===== src/rtl/ascon_serial_shell.sv =====
// Serial I/O shell for the masked Ascon core: deserialises shares and randomness,
// arms and starts the core, then streams ciphertext and tag back out W bits per beat.

module ascon_shift_field #(
    parameter int N  = 128,
    parameter int W  = 1,
    parameter int CW = 8
) (
    input  logic          clk,
    input  logic          rst,
    input  logic          load_en,
    input  logic [CW-1:0] beat,
    input  logic [W-1:0]  lane,
    output logic [N-1:0]  q
);
    localparam int NBEATS = N / W;

    logic [N+W-1:0] cat;
    logic [N-1:0]   q_reg;

    // MSB-first shift; the field stops listening once its own N/W beats are in
    assign cat = {q_reg, lane};
    assign q   = q_reg;

    always_ff @(posedge clk) begin
        if (rst) begin
            q_reg <= '0;
        end else if (load_en && (beat < CW'(NBEATS))) begin
            q_reg <= cat[N-1:0];
        end
    end
endmodule

module ascon_serial_shell #(
    parameter int K = 128,
    parameter int L = 32,
    parameter int Y = 32,
    parameter int D = 3,
    parameter int W = 1
) (
    input  logic             clk,
    input  logic             rst,
    input  logic [D*W-1:0]   key_i,
    input  logic [D*W-1:0]   nonce_i,
    input  logic [D*W-1:0]   ad_i,
    input  logic [D*W-1:0]   pt_i,
    input  logic [7*W-1:0]   r64_i,
    input  logic [W-1:0]     r128_i,
    input  logic [W-1:0]     rpt_i,
    input  logic             in_valid_i,
    output logic             in_ready_o,
    input  logic             start_i,
    output logic             busy_o,
    output logic [D*K-1:0]   key_sh_o,
    output logic [D*128-1:0] nonce_sh_o,
    output logic [D*L-1:0]   ad_sh_o,
    output logic [D*Y-1:0]   pt_sh_o,
    output logic [7*64-1:0]  r64_o,
    output logic [127:0]     r128_o,
    output logic [Y-1:0]     rpt_o,
    output logic             core_start_o,
    input  logic             core_done_i,
    input  logic [Y-1:0]     core_ct_i,
    input  logic [127:0]     core_tag_i,
    output logic [W-1:0]     ct_o,
    output logic [W-1:0]     tag_o,
    output logic             out_valid_o,
    input  logic             out_ready_i,
    output logic             out_last_o,
    output logic             done_o
);
    function automatic int max_i(input int a, input int b);
        return (a > b) ? a : b;
    endfunction

    localparam int NB = max_i(max_i(max_i(K, 128), max_i(L, Y)), 64) / W;
    localparam int TB = 128 / W;
    localparam int CW = $clog2(max_i(NB, TB) + 1);

    typedef enum logic [2:0] {IDLE, LOAD, ARMED, RUN, UNLOAD} state_t;

    state_t        state_reg, state_next;
    logic [CW-1:0] cnt_reg, cnt_next;
    logic          start_reg, start_next;
    logic          done_reg, done_next;
    logic [127:0]  tag_sh_reg;
    logic [Y-1:0]  ct_sh_reg;
    logic          load_en, out_fire, capture;

    assign in_ready_o   = (state_reg == IDLE) || (state_reg == LOAD);
    assign load_en      = in_valid_i && in_ready_o;
    assign busy_o       = (state_reg != IDLE);
    assign out_valid_o  = (state_reg == UNLOAD);
    assign out_fire     = out_valid_o && out_ready_i;
    assign out_last_o   = out_valid_o && (cnt_reg == CW'(TB - 1));
    assign capture      = (state_reg == RUN) && core_done_i;
    assign tag_o        = out_valid_o ? tag_sh_reg[W-1:0] : '0;
    assign ct_o         = out_valid_o ? ct_sh_reg[W-1:0] : '0;
    assign core_start_o = start_reg;
    assign done_o       = done_reg;

    genvar gi;
    generate
        for (gi = 0; gi < D; gi++) begin : g_share
            ascon_shift_field #(.N(K), .W(W), .CW(CW)) u_key (
                .clk(clk), .rst(rst), .load_en(load_en), .beat(cnt_reg),
                .lane(key_i[gi*W +: W]), .q(key_sh_o[gi*K +: K]));
            ascon_shift_field #(.N(128), .W(W), .CW(CW)) u_nonce (
                .clk(clk), .rst(rst), .load_en(load_en), .beat(cnt_reg),
                .lane(nonce_i[gi*W +: W]), .q(nonce_sh_o[gi*128 +: 128]));
            ascon_shift_field #(.N(L), .W(W), .CW(CW)) u_ad (
                .clk(clk), .rst(rst), .load_en(load_en), .beat(cnt_reg),
                .lane(ad_i[gi*W +: W]), .q(ad_sh_o[gi*L +: L]));
            ascon_shift_field #(.N(Y), .W(W), .CW(CW)) u_pt (
                .clk(clk), .rst(rst), .load_en(load_en), .beat(cnt_reg),
                .lane(pt_i[gi*W +: W]), .q(pt_sh_o[gi*Y +: Y]));
        end
        for (gi = 0; gi < 7; gi++) begin : g_r64
            ascon_shift_field #(.N(64), .W(W), .CW(CW)) u_r64 (
                .clk(clk), .rst(rst), .load_en(load_en), .beat(cnt_reg),
                .lane(r64_i[gi*W +: W]), .q(r64_o[gi*64 +: 64]));
        end
    endgenerate

    ascon_shift_field #(.N(128), .W(W), .CW(CW)) u_r128 (
        .clk(clk), .rst(rst), .load_en(load_en), .beat(cnt_reg),
        .lane(r128_i), .q(r128_o));
    ascon_shift_field #(.N(Y), .W(W), .CW(CW)) u_rpt (
        .clk(clk), .rst(rst), .load_en(load_en), .beat(cnt_reg),
        .lane(rpt_i), .q(rpt_o));

    // Results shift out LSB first; ct zero-fills so beats past Y/W read as 0
    always_ff @(posedge clk) begin
        if (rst) begin
            tag_sh_reg <= '0;
            ct_sh_reg  <= '0;
        end else if (capture) begin
            tag_sh_reg <= core_tag_i;
            ct_sh_reg  <= core_ct_i;
        end else if (out_fire) begin
            tag_sh_reg <= tag_sh_reg >> W;
            ct_sh_reg  <= ct_sh_reg >> W;
        end
    end

    always_ff @(posedge clk) begin
        if (rst) begin
            state_reg <= IDLE;
            cnt_reg   <= '0;
            start_reg <= 1'b0;
            done_reg  <= 1'b0;
        end else begin
            state_reg <= state_next;
            cnt_reg   <= cnt_next;
            start_reg <= start_next;
            done_reg  <= done_next;
        end
    end

    always_comb begin
        state_next = state_reg;
        cnt_next   = cnt_reg;
        start_next = 1'b0;
        done_next  = 1'b0;
        case (state_reg)
            IDLE, LOAD: begin
                if (load_en) begin
                    if (cnt_reg == CW'(NB - 1)) begin
                        state_next = ARMED;
                        cnt_next   = '0;
                    end else begin
                        state_next = LOAD;
                        cnt_next   = cnt_reg + CW'(1);
                    end
                end
            end
            ARMED: begin
                if (start_i) begin
                    state_next = RUN;
                    start_next = 1'b1;
                end
            end
            RUN: begin
                if (core_done_i) begin
                    state_next = UNLOAD;
                end
            end
            UNLOAD: begin
                if (out_ready_i) begin
                    if (cnt_reg == CW'(TB - 1)) begin
                        state_next = IDLE;
                        cnt_next   = '0;
                        done_next  = 1'b1;
                    end else begin
                        cnt_next = cnt_reg + CW'(1);
                    end
                end
            end
            default: state_next = IDLE;
        endcase
    end
endmodule


===== config.mk =====
export PLATFORM = sky130hd
export DESIGN_NAME = ascon_serial_shell
export DESIGN_NICKNAME = d
export VERILOG_FILES = /design/src/rtl/ascon_serial_shell.sv
export SDC_FILE = /design/constraint.sdc
export NUM_CORES = 2
export LEC_CHECK = 0
export ABC_AREA = 1
export BUFFER_PORTS_ARGS = -buffer_cell sky130_fd_sc_hd__buf_2
export CELL_PAD_IN_SITES_DETAIL_PLACEMENT = 1
export CELL_PAD_IN_SITES_GLOBAL_PLACEMENT = 1
export CORE_AREA = 2 2 688 690
export CTS_BUF_LIST = sky130_fd_sc_hd__clkbuf_16
export CTS_CLUSTER_SIZE = 20
export DETAILED_ROUTE_END_ITERATION = 12
export DIE_AREA = 0 0 690 692
export PLACE_DENSITY_LB_ADDON = 0.1
export SYNTH_ARGS = -nofsm -noshare
export SYNTH_HDL_FRONTEND = slang
export SYNTH_HIERARCHICAL = 1
export SYNTH_SLANG_ARGS = --single-unit

===== constraint.sdc =====
create_clock -name clk -period 3.1 [get_ports clk]
set_clock_uncertainty 0.1 [all_clocks]
set_input_delay 0.155 -clock clk [delete_from_list [all_inputs] [get_ports clk]]
set_output_delay 0.155 -clock clk [all_outputs]
set_load 0.03 [all_outputs]

==> results.cfg <==
[clock_tree]
clk_pin_slew_ps = 60
cts_root_buffer = clkbuf_16
clock_latency_ps = 930
clock_sinks = 1741
cts-htree-levels = 4
cts_made_buffers = 238
cts_tree = done
ctsLongestPathBuffers = 4

[setup_path]
cp-startpoint = state_reg[0]$_SDFFE_PP0P_
r2r_cells = 8
cp-start-kind = flip-flop
regToRegStartpoint = state_reg[0]$_SDFFE_PP0P_
worstPathArrival_ps = 3560
required_ps = 3800
worst_setup_path_end_kind = flip-flop
crit_type = flip-flop to flip-flop
worst-r2r-setup-slack_ps = 250
cp_max_fo = 84

[floorplanning]
initial_core_util_pct = 16.2
rows = 252
design.core.area_sq_mm = 0.470
die_w_um = 690
io_pins = 1763
die_h_um = 692
die_area_sq_mm = 0.477

[finish]
largest_register_ffs = 448
synthToLayoutAreaGrowth_pct = 35.8
fill_cells = 57600
design_area_sq_mm = 0.103
final_layout_size_suffix_gt1_share_pct = 17.1
nets = 13400

[logic_synthesis]
yosysWarnings = 6
syn-num-nets = 11600
yosysTopAreaCellShare_pct = 45.8
synth_area_leaders = dfxtp_1 46%, nor2_1 12%, nand3_1 10%, inv_1 8.7%, nand2_1 8.7%
synth_top_area_cell = dfxtp_1
synth_edf_count = 0
synthCells = 11400
synth_flop_cell = dfxtp_1
syn_avg_cell_area_sq_um = 6.69
yosysMostFrequentCell = nor2_1
ys_types = 28
ys_async_sr_fraction_pct = 0
seq_area_frac_synth_pct = 45.8
synth_commonest_cells = 2,490 x nor2_1, 1,772 x inv_1, 1,759 x nand2_1
synthesis.area_sq_mm = 0.0760
ys_seq_elements = 1741

[sta]
fmax_mhz = 351
fin_setup_tns_ps = 0
drv_slew = 0
rsz0062_at_grt = false
maxSlewHeadroom_pct = 30.7
hold_viol_final = 0
period_share_pct = 92.0
setup_viol = 0
tightestPinTransition_ps = 1040
min_period_ps = 2850

[routing]
drtPass1Iterations = 5
routedWlPerCell_um = 20.1
vias = 77900
drt_iter0_drc = 3548
ant_nets = 0
post-route-drc-count = 0
viasPerCell = 3.95
wirelength_um = 396000

[global_route]
antenna_found_initial = 58
grtUsageTotal_pct = 15.8
grt.overflow.total = 0
first_global_vias = 77200
grt_max_degree = 129
grt_pass1_wl_um = 563000

[pwr]
power_density_mw_per_mm2 = 664
finalPower_mw = 68.6
peakVddDrop_mv = 0.437
power.leakage_nw = 48.9

[min_path]
hold_path_depth = 4
hold_path_class = input port to flip-flop
worstHoldStart = core_tag_i[31]

[place]
port_buffers = 1762
hpwl_um = 289000
place_congestion = 0.801
placed_area_sq_mm = 0.0907

[run]
drv_cap = 0

[outcome]
status = completed
==> routing by layer <==
metal	track usage, %	wire length (um)	part of all wire (%)	vias to the layer above
li1	-	-	-	38600
met1	17.4	158000	40	37400
met2	28.5	198000	50	1365
met3	4.07	22100	5.6	513
met4	6.44	18300	4.6	48
met5	0	279	0.070	-
==> path summary, 6_finish.rpt <==
path                                  endpoint
hold reg to reg     tag_sh_reg[8]$_SDFFE_PP0P_
setup / recovery  tag_sh_reg[126]$_SDFFE_PP0P_
hold / removal     tag_sh_reg[31]$_SDFFE_PP0P_
setup reg to reg  tag_sh_reg[126]$_SDFFE_PP0P_
==> placed cells by master (no fill, tap or decap), types with 2 or more instances in the layout <==
master         synthesis  final
nor3_1                 3      3
clkinv_1               0     81
buf_4                114    101
inv_6                  0      5
dlygate4sd3_1          0    528
o21ai_1               63     63
a31oi_1                2      2
diode_2                0     30
o21ai_0              252    252
clkinv_2               0     20
o211ai_1               2      2
inv_4                  0     14
dfxtp_1             1741   1738
nor2_8                 7      7
nand3_1             1576   1576
a21oi_1              838    838
inv_1               1772   1826
inv_2                 15     13
nor2_4                 7     22
nand2_1             1759   1759
bufinv_16              0      9
clkinv_16              0      3
nand2_2                2      2
nor2_1              2490   2483
buf_12                 0     82
buf_2                527   1761
dfxtp_4                0      3
clkbuf_16              0    244
==> where the power goes <==
part / internal [mW] / switching, mW
clock: 14.8 / 11.5
sequential: 24.4 / 1.76
combinational: 4.58 / 11.5
total: 43.8 / 24.8
==> cells by family (layout without fill, tap and decap cells) <==
group,after synthesis,after routing,synth area share (%)
fa+ha+maj,1,1,0.0165
flops,1741,1741,45.8
compound gates,1157,1157,7.63
simple gates,5857,5858,31.8
other cells,0,30,0
buf+inv,2608,4690,14.7
xor+xnor,1,1,0.0115
==> cell type report <==
type                            instances  area [sq um]  area share, %
Antenna cell                           30          75.1         0.0727
Clock buffer                          244          6110           5.91
Clock inverter                        186          1070           1.04
Inverter                             1787          6760           6.54
Multi-Input combinational cell       7017         30100           29.2
Sequential cell                      1741         34900           33.8
Tap cell                             6223          7790           7.54
Timing Repair Buffer                 2473         16500           16.0
==> critical path, cell delays in order (launching register included) <==
cell,delay [ps]
dfxtp_1,380
nand2_1,110
nor2_4,260
nand2_8,210
buf_12,260
o211ai_1,190
dlygate4sd3_1,570
a21oi_1,60
dlygate4sd3_1,600
==> stage by stage <==
stage          hold slack (ps)  std cells  setup WS, ps  utilization, %
6_report                   115      19700           247            22.0
5_1_grt                   90.0      19700          22.5            22.0
4_1_cts                   6.31      19700          69.6            22.0
3_5_place_dp               334      18700           344            19.3
3_3_place_gp               329      18700           412            19.3
2_1_floorplan              193      11400           603               -
==> repair_timing <==
item,CTS,global route
setup endpoints to repair,1,3
buffers inserted,1,0
cloned,0,1
gates resized for setup,2,1
endpoints found under the hold margin,200,0
pin swaps,0,1
hold buffers,528,0
Note: power is estimated with default switching activity, not from simulation.
